### src/rtl/plic_regfile_if.sv
// rtl/plic_regfile_if.sv - CPU register bus for the PLIC register front end
interface plic_regfile_if;
    logic [6:0]  addr;
    logic [31:0] wdata;
    logic        we;
    logic        re;
    logic [31:0] rdata;
    logic        rvalid;

    modport master (
        output addr, wdata, we, re,
        input  rdata, rvalid
    );

    modport slave (
        input  addr, wdata, we, re,
        output rdata, rvalid
    );
endinterface

### src/rtl/plic_regfile.sv
// rtl/plic_regfile.sv - PLIC configuration registers and claim/complete handshake
module plic_regfile #(
    parameter logic [2:0]  RST_THRESHOLD = 3'd0,
    parameter logic [14:0] RST_EL        = 15'h0000
) (
    input  logic                clk,
    input  logic                rst_n,
    plic_regfile_if.slave       bus,
    output logic [14:0]         el,
    output logic [14:0]         ie,
    output logic [44:0]         ipriority,
    output logic [2:0]          threshold,
    output logic                claim,
    output logic                complete,
    input  logic [3:0]          id,
    input  logic                ireq,
    output logic                ext_irq
);

    typedef enum logic {IDLE = 1'b0, CLAIMED = 1'b1} state_t;

    localparam logic [4:0] W_IE  = 5'h10;
    localparam logic [4:0] W_EL  = 5'h11;
    localparam logic [4:0] W_THR = 5'h12;
    localparam logic [4:0] W_CC  = 5'h13;

    state_t      state_q, state_d;
    logic [44:0] prio_q, prio_d;
    logic [14:0] ie_q, ie_d;
    logic [14:0] el_q, el_d;
    logic [2:0]  thr_q, thr_d;
    logic [31:0] rdata_q, rdata_d;
    logic        rvalid_q, rvalid_d;
    logic        complete_q, complete_d;
    logic [3:0]  claimed_id_q, claimed_id_d;

    logic [4:0]  word;
    logic        rd_en;
    logic        cc_rd;
    logic        cc_wr;
    logic        complete_hit;
    logic [31:0] rd_val;

    // A write wins over a simultaneous read, so the read strobe is masked here.
    assign word         = bus.addr[6:2];
    assign rd_en        = bus.re & ~bus.we;
    assign cc_rd        = rd_en & (word == W_CC);
    assign cc_wr        = bus.we & (word == W_CC);
    assign complete_hit = cc_wr & (state_q == CLAIMED) &
                          (bus.wdata == {28'd0, claimed_id_q});

    always_ff @(posedge clk or negedge rst_n) begin
        if (!rst_n) begin
            state_q <= IDLE;
        end else begin
            state_q <= state_d;
        end
    end

    always_comb begin
        state_d = state_q;
        case (state_q)
            IDLE:    if (cc_rd && (id != 4'd0)) state_d = CLAIMED;
            CLAIMED: if (complete_hit)          state_d = IDLE;
            default: state_d = IDLE;
        endcase
    end

    // Claim is combinational so the core latches the same id the CPU reads back.
    always_comb begin
        claim   = cc_rd & (state_q == IDLE) & (id != 4'd0);
        ext_irq = ireq & (state_q == IDLE);
    end

    always_comb begin
        rd_val = 32'd0;
        for (int s = 0; s < 15; s++) begin
            if (word == 5'(s + 1)) rd_val = {29'd0, prio_q[3*s +: 3]};
        end
        case (word)
            W_IE:    rd_val = {17'd0, ie_q};
            W_EL:    rd_val = {17'd0, el_q};
            W_THR:   rd_val = {29'd0, thr_q};
            W_CC:    rd_val = claim ? {28'd0, id} : 32'd0;
            default: ;
        endcase
    end

    always_comb begin
        prio_d = prio_q;
        ie_d   = ie_q;
        el_d   = el_q;
        thr_d  = thr_q;
        if (bus.we) begin
            for (int s = 0; s < 15; s++) begin
                if (word == 5'(s + 1)) prio_d[3*s +: 3] = bus.wdata[2:0];
            end
            if (word == W_IE)  ie_d  = bus.wdata[14:0];
            if (word == W_EL)  el_d  = bus.wdata[14:0];
            if (word == W_THR) thr_d = bus.wdata[2:0];
        end
        rdata_d      = rd_en ? rd_val : rdata_q;
        rvalid_d     = rd_en;
        complete_d   = complete_hit;
        claimed_id_d = claim ? id : claimed_id_q;
    end

    always_ff @(posedge clk or negedge rst_n) begin
        if (!rst_n) begin
            prio_q       <= '0;
            ie_q         <= '0;
            el_q         <= RST_EL;
            thr_q        <= RST_THRESHOLD;
            rdata_q      <= '0;
            rvalid_q     <= 1'b0;
            complete_q   <= 1'b0;
            claimed_id_q <= '0;
        end else begin
            prio_q       <= prio_d;
            ie_q         <= ie_d;
            el_q         <= el_d;
            thr_q        <= thr_d;
            rdata_q      <= rdata_d;
            rvalid_q     <= rvalid_d;
            complete_q   <= complete_d;
            claimed_id_q <= claimed_id_d;
        end
    end

    assign bus.rdata  = rdata_q;
    assign bus.rvalid = rvalid_q;
    assign el         = el_q;
    assign ie         = ie_q;
    assign ipriority  = prio_q;
    assign threshold  = thr_q;
    assign complete   = complete_q;

endmodule

### src/flat_wrapper.sv
// flat-port wrapper written by rule: the top's interface ports become plain ports
module plic_regfile_flat 
#(
    parameter logic [2:0]  RST_THRESHOLD = 3'd0,
    parameter logic [14:0] RST_EL        = 15'h0000
)
  (clk, rst_n, el, ie, ipriority, threshold, claim, complete, id, ireq, ext_irq, bus_addr, bus_wdata, bus_we, bus_re, bus_rdata, bus_rvalid);
  plic_regfile_if bus_i ();
  input  logic clk;
  input  logic rst_n;
  output logic [14:0] el;
  output logic [14:0] ie;
  output logic [44:0] ipriority;
  output logic [2:0] threshold;
  output logic claim;
  output logic complete;
  input  logic [3:0] id;
  input  logic ireq;
  output logic ext_irq;
  input wire logic [$bits(bus_i.addr)-1:0] bus_addr;
  input wire logic [$bits(bus_i.wdata)-1:0] bus_wdata;
  input wire logic [$bits(bus_i.we)-1:0] bus_we;
  input wire logic [$bits(bus_i.re)-1:0] bus_re;
  output wire logic [$bits(bus_i.rdata)-1:0] bus_rdata;
  output wire logic [$bits(bus_i.rvalid)-1:0] bus_rvalid;
  assign bus_i.addr = bus_addr;
  assign bus_i.wdata = bus_wdata;
  assign bus_i.we = bus_we;
  assign bus_i.re = bus_re;
  assign bus_rdata = bus_i.rdata;
  assign bus_rvalid = bus_i.rvalid;
  plic_regfile #(.RST_THRESHOLD(RST_THRESHOLD), .RST_EL(RST_EL)) u_core (.clk(clk), .rst_n(rst_n), .bus(bus_i), .el(el), .ie(ie), .ipriority(ipriority), .threshold(threshold), .claim(claim), .complete(complete), .id(id), .ireq(ireq), .ext_irq(ext_irq));
endmodule
### config.mk
export PLATFORM = sky130hd
export DESIGN_NAME = plic_regfile_flat
export DESIGN_NICKNAME = d
export VERILOG_FILES = /design/src/rtl/plic_regfile_if.sv /design/src/rtl/plic_regfile.sv /design/src/flat_wrapper.sv
export SDC_FILE = /design/constraint.sdc
export NUM_CORES = 1
export LEC_CHECK = 0
export ABC_CLOCK_PERIOD_IN_PS = 2100
export CAP_MARGIN = 20
export CORE_MARGIN = 2
export CORE_UTILIZATION = 46
export CTS_BUF_LIST = sky130_fd_sc_hd__clkbuf_4 sky130_fd_sc_hd__clkbuf_8 sky130_fd_sc_hd__clkbuf_16
export CTS_CLUSTER_DIAMETER = 60
export DETAILED_ROUTE_END_ITERATION = 16
export PLACE_DENSITY = 0.87
export SLEW_MARGIN = 30
export SYNTH_ARGS = -nofsm -noshare
export SYNTH_HDL_FRONTEND = slang
export SYNTH_SLANG_ARGS = --single-unit
### constraint.sdc
create_clock -name clk -period 2.1 [get_ports clk]
set_input_delay 0.315 -clock clk [delete_from_list [all_inputs] [get_ports clk]]
set_output_delay 0.315 -clock clk [all_outputs]
set_load 0.05 [all_outputs]
==> results.md <==
* Largest cells by area after synthesis: sky130_fd_sc_hd__dfrtp_1 51%, sky130_fd_sc_hd__mux2_2 18%, sky130_fd_sc_hd__buf_4 3.0%, sky130_fd_sc_hd__nand2_1 2.9%, sky130_fd_sc_hd__o21ai_0 2.2%
* Y dimension of the die at 108 um
* Final weighted congestion in routability-driven placement at 0.930
* Share of the clock period used by the worst path after layout at 96.4%
* Worst Path Arrival at 1710 ps
* Slew @ Worst Pin at 572 ps
* DRC marker count from the first detailed-route iteration at 350
* Number of input and output port buffers inserted at 142
* Clock-pin slew reported for the worst setup and hold paths after clock tree synthesis at 90 ps
* Wire length per cell after detailed routing at 19.9 um
* Die outline area at 11600 sq um
* Starting Density at 47.6%
* Unrepaired setup endpoints after global routing: false
* Fin. Hold Viols at 0
* Library cell with the highest instance count after synthesis: sky130_fd_sc_hd__dfrtp_1
* Sequential share of the synthesized area at 50.7%
* Top FF cell, synth: sky130_fd_sc_hd__dfrtp_1
* Antenna viol nets, final at 0
* Dominant delay contributor by cell family on the critical path: buffers and inverters
* Cell with the biggest individual delay on the critical path: sky130_fd_sc_hd__clkdlybuf4s50_1
* Proportion of layout cells with a drive suffix above 1 at 26.5%
* Top Ports at 162
* Crit. End Element: primary output
* CTS H-tree depth at 3
* Result of the run: completed
* Global-route wire length before repair at 23.5 mm
* Number of pins exceeding their max-slew limit in the final report at 0
* Time the final worst path needs with I/O delays and setup at 2020 ps
* Worst setup SP type: input pin
* Core ar. at 10400 sq um
* Horizontal die dimension at 108 um
* CP cell instances: clkdlybuf4s50_1, nor2_4, nand3_2, nor3_4, o41ai_2, inv_1, buf_12
* Critical path class: input pin to primary output
* Core Rows at 37
* Maximum buffer depth of the clock tree at 2
* Post-synthesis async set-or-reset flop share at 100%
* Register bit count reported by yosys at 100
* Synth unique cells at 48
* Setup Total Neg Slack at 0 ps
* Vias at 4229
* Final setup viols at 0
* Syn Std Cell Area at 4930 sq um
* Number of diodes added for antenna fixing at 0
* Headroom to the max-slew limit at 61.8%
* Buffer and inverter count on the worst path at 3
* Post-detailed-placement half-perimeter wirelength at 11.0 mm
* Number of nets in the finished design at 659
* Overflow left after global routing at 0
* Largest area contributor in the netlist: sky130_fd_sc_hd__dfrtp_1
* Vias in the first global route at 4339
* First-pass DRT Iterations at 5
* Post-Syn Instances at 433
* Core occupancy in the finished layout at 67.4%
* Top cell type's share of synthesized area at 50.7%
* Clock tree from TritonCTS: done
* Total number of yosys warnings at 0
* Layout fillers at 758
* DRC Markers at 0
* Synthesized area per cell at 11.4 sq um
* Delay contributed by the slowest stage of the critical path at 490 ps
* P_leak at 3.05 nW
* Avg Vias per Cell at 5.62
* Clock Latency Late Sink at 370 ps
* CP required at 1780 ps
* Maxcap violations at 0
* Worst vdd rail ir drop at 0.498 mV
* Wire length after detailed routing at 15.0 mm
* Total Power at 0.00622 W
* Critical-path maximum fanout at 3
* Global routing usage summed across all routing layers at 26.6%
* Top achievable clock speed at 0.494 GHz
* Num CTS Buffers at 9
* Syn-to-layout area delta at 41.8%
* Number of flops mapped to enable cells by yosys at 0
* Number of antenna violations at the first check in global routing at 0
* CTS root buf: sky130_fd_sc_hd__clkbuf_8
* Maximum number of pins on one net before global-route repair at 50
* Pwr Density at 890 nW/um^2
* Clock sinks at 100
* Path category of the worst min-delay check: input pin to asynchronous set/reset pin
* Most frequent cells after synthesis: 100 x sky130_fd_sc_hd__dfrtp_1, 77 x sky130_fd_sc_hd__mux2_2, 38 x sky130_fd_sc_hd__nand2_1
* Maximum clock skew at final layout at 7.69 ps
sequential cells by signal, indices dropped and copies added, names as in the netlist:
register,count
u_core.bus.rvalid,1
u_core.ipriority,45
u_core.complete,1
u_core.claimed_id_q,4
u_core.bus.rdata,15
u_core.el,15
u_core.state_q,1
u_core.ie,15
u_core.threshold,3
worst paths after layout:
path                                                    endpoint                        startpoint  slack, ps  cells after the start
worst max-delay path                                       claim                       bus_addr[5]         80                      7
min in group clk                u_core.bus.rdata[12]$_DFFE_PN0P_  u_core.bus.rdata[12]$_DFFE_PN0P_        490                      2
max in group asynchronous              u_core.el[10]$_DFFE_PN0P_                             rst_n       1050                      3
worst min register to register  u_core.bus.rdata[12]$_DFFE_PN0P_  u_core.bus.rdata[12]$_DFFE_PN0P_        490                      2
worst max register to register   u_core.bus.rdata[1]$_DFFE_PN0P_  u_core.ipriority[28]$_DFFE_PN0P_        330                      6
worst min-delay path            u_core.ipriority[12]$_DFFE_PN0P_                             rst_n        350                      2
placed cells by master, fill, tap and decap left out, types with 2 or more instances in the layout:
master	n
sky130_fd_sc_hd__nor3_4	2
sky130_fd_sc_hd__a22o_1	4
sky130_fd_sc_hd__a222oi_1	2
sky130_fd_sc_hd__a21oi_1	9
sky130_fd_sc_hd__nor2b_1	11
sky130_fd_sc_hd__mux2i_1	5
sky130_fd_sc_hd__nand3_1	7
sky130_fd_sc_hd__nand4_1	2
sky130_fd_sc_hd__clkbuf_8	10
sky130_fd_sc_hd__buf_12	7
sky130_fd_sc_hd__nor2_1	22
sky130_fd_sc_hd__conb_1	17
sky130_fd_sc_hd__nand2b_1	10
sky130_fd_sc_hd__nor4_1	10
sky130_fd_sc_hd__buf_6	2
sky130_fd_sc_hd__a22oi_1	13
sky130_fd_sc_hd__buf_4	45
sky130_fd_sc_hd__o21a_1	2
sky130_fd_sc_hd__inv_1	5
sky130_fd_sc_hd__clkbuf_4	2
sky130_fd_sc_hd__mux2_2	77
sky130_fd_sc_hd__clkinvlp_4	2
sky130_fd_sc_hd__clkinv_2	2
sky130_fd_sc_hd__nand2_1	38
sky130_fd_sc_hd__xor2_1	4
sky130_fd_sc_hd__and2_1	2
sky130_fd_sc_hd__mux4_2	3
sky130_fd_sc_hd__o21ai_0	22
sky130_fd_sc_hd__nand2_2	3
sky130_fd_sc_hd__a31oi_1	3
sky130_fd_sc_hd__clkdlybuf4s50_1	138
sky130_fd_sc_hd__dfrtp_1	100
sky130_fd_sc_hd__nor3_1	7
sky130_fd_sc_hd__o211ai_1	2
sky130_fd_sc_hd__and3_1	2
sky130_fd_sc_hd__o32ai_1	3
cell families after synthesis:
group	after synthesis	synth area share [%]
other cells	1	0.0760
xor+xnor	4	0.710
mux	86	20.3
buf+inv	48	5.88
simple gates	124	12.9
flops	100	50.7
compound gates	70	9.43
metal layers:
metal | vias to the layer above | global-route usage, % | share of wire (%)
li1 | 1883 | - | -
met1 | 2116 | 36.3 | 42
met2 | 196 | 42.5 | 49
met3 | 34 | 5.27 | 6.7
met4 | 0 | 9.62 | 2.3
met5 | - | 0 | 0
cell type report:
cell class | instances | area [sq um] | share of cell area (%)
repair buffers | 194 | 1900 | 27.2
flip-flops and latches | 100 | 2500 | 35.8
well taps | 136 | 170 | 2.43
inverters | 5 | 18.8 | 0.268
clock buffers | 12 | 153 | 2.18
clock inverters | 4 | 25.0 | 0.358
multi-input cells | 301 | 2220 | 31.8
what timing repair did:
item                                    4_1_cts  5_1_grt
gates resized for setup                       3        5
pin swaps                                     0        1
hold endpoints to repair                     17        0
buffers inserted                              1        2
endpoints found under the setup margin        1        5
hold buffers                                  1        0
stage by stage:
| stage | instance area (sq um) | hold WS (ps) | setup WS, ps | std cells |
|---|---|---|---|---|
| final | 6990 | 352 | 75.6 | 752 |
| after global routing | 6990 | 360 | 1.91 | 752 |
| after CTS | 6960 | 346 | 29.6 | 750 |
| after detailed placement | 6750 | 200 | -189 | 732 |
| after global placement | 6750 | 200 | -141 | 732 |
| after floorplan | 4990 | 19.4 | 197 | 449 |
power breakdown:
part	internal, W	switching (W)
clock network	0.000487	0.000652
registers	0.00223	0.000283
logic	0.000937	0.00164
total	0.00365	0.00257
No activity file was read; power rests on OpenSTA's default activity.
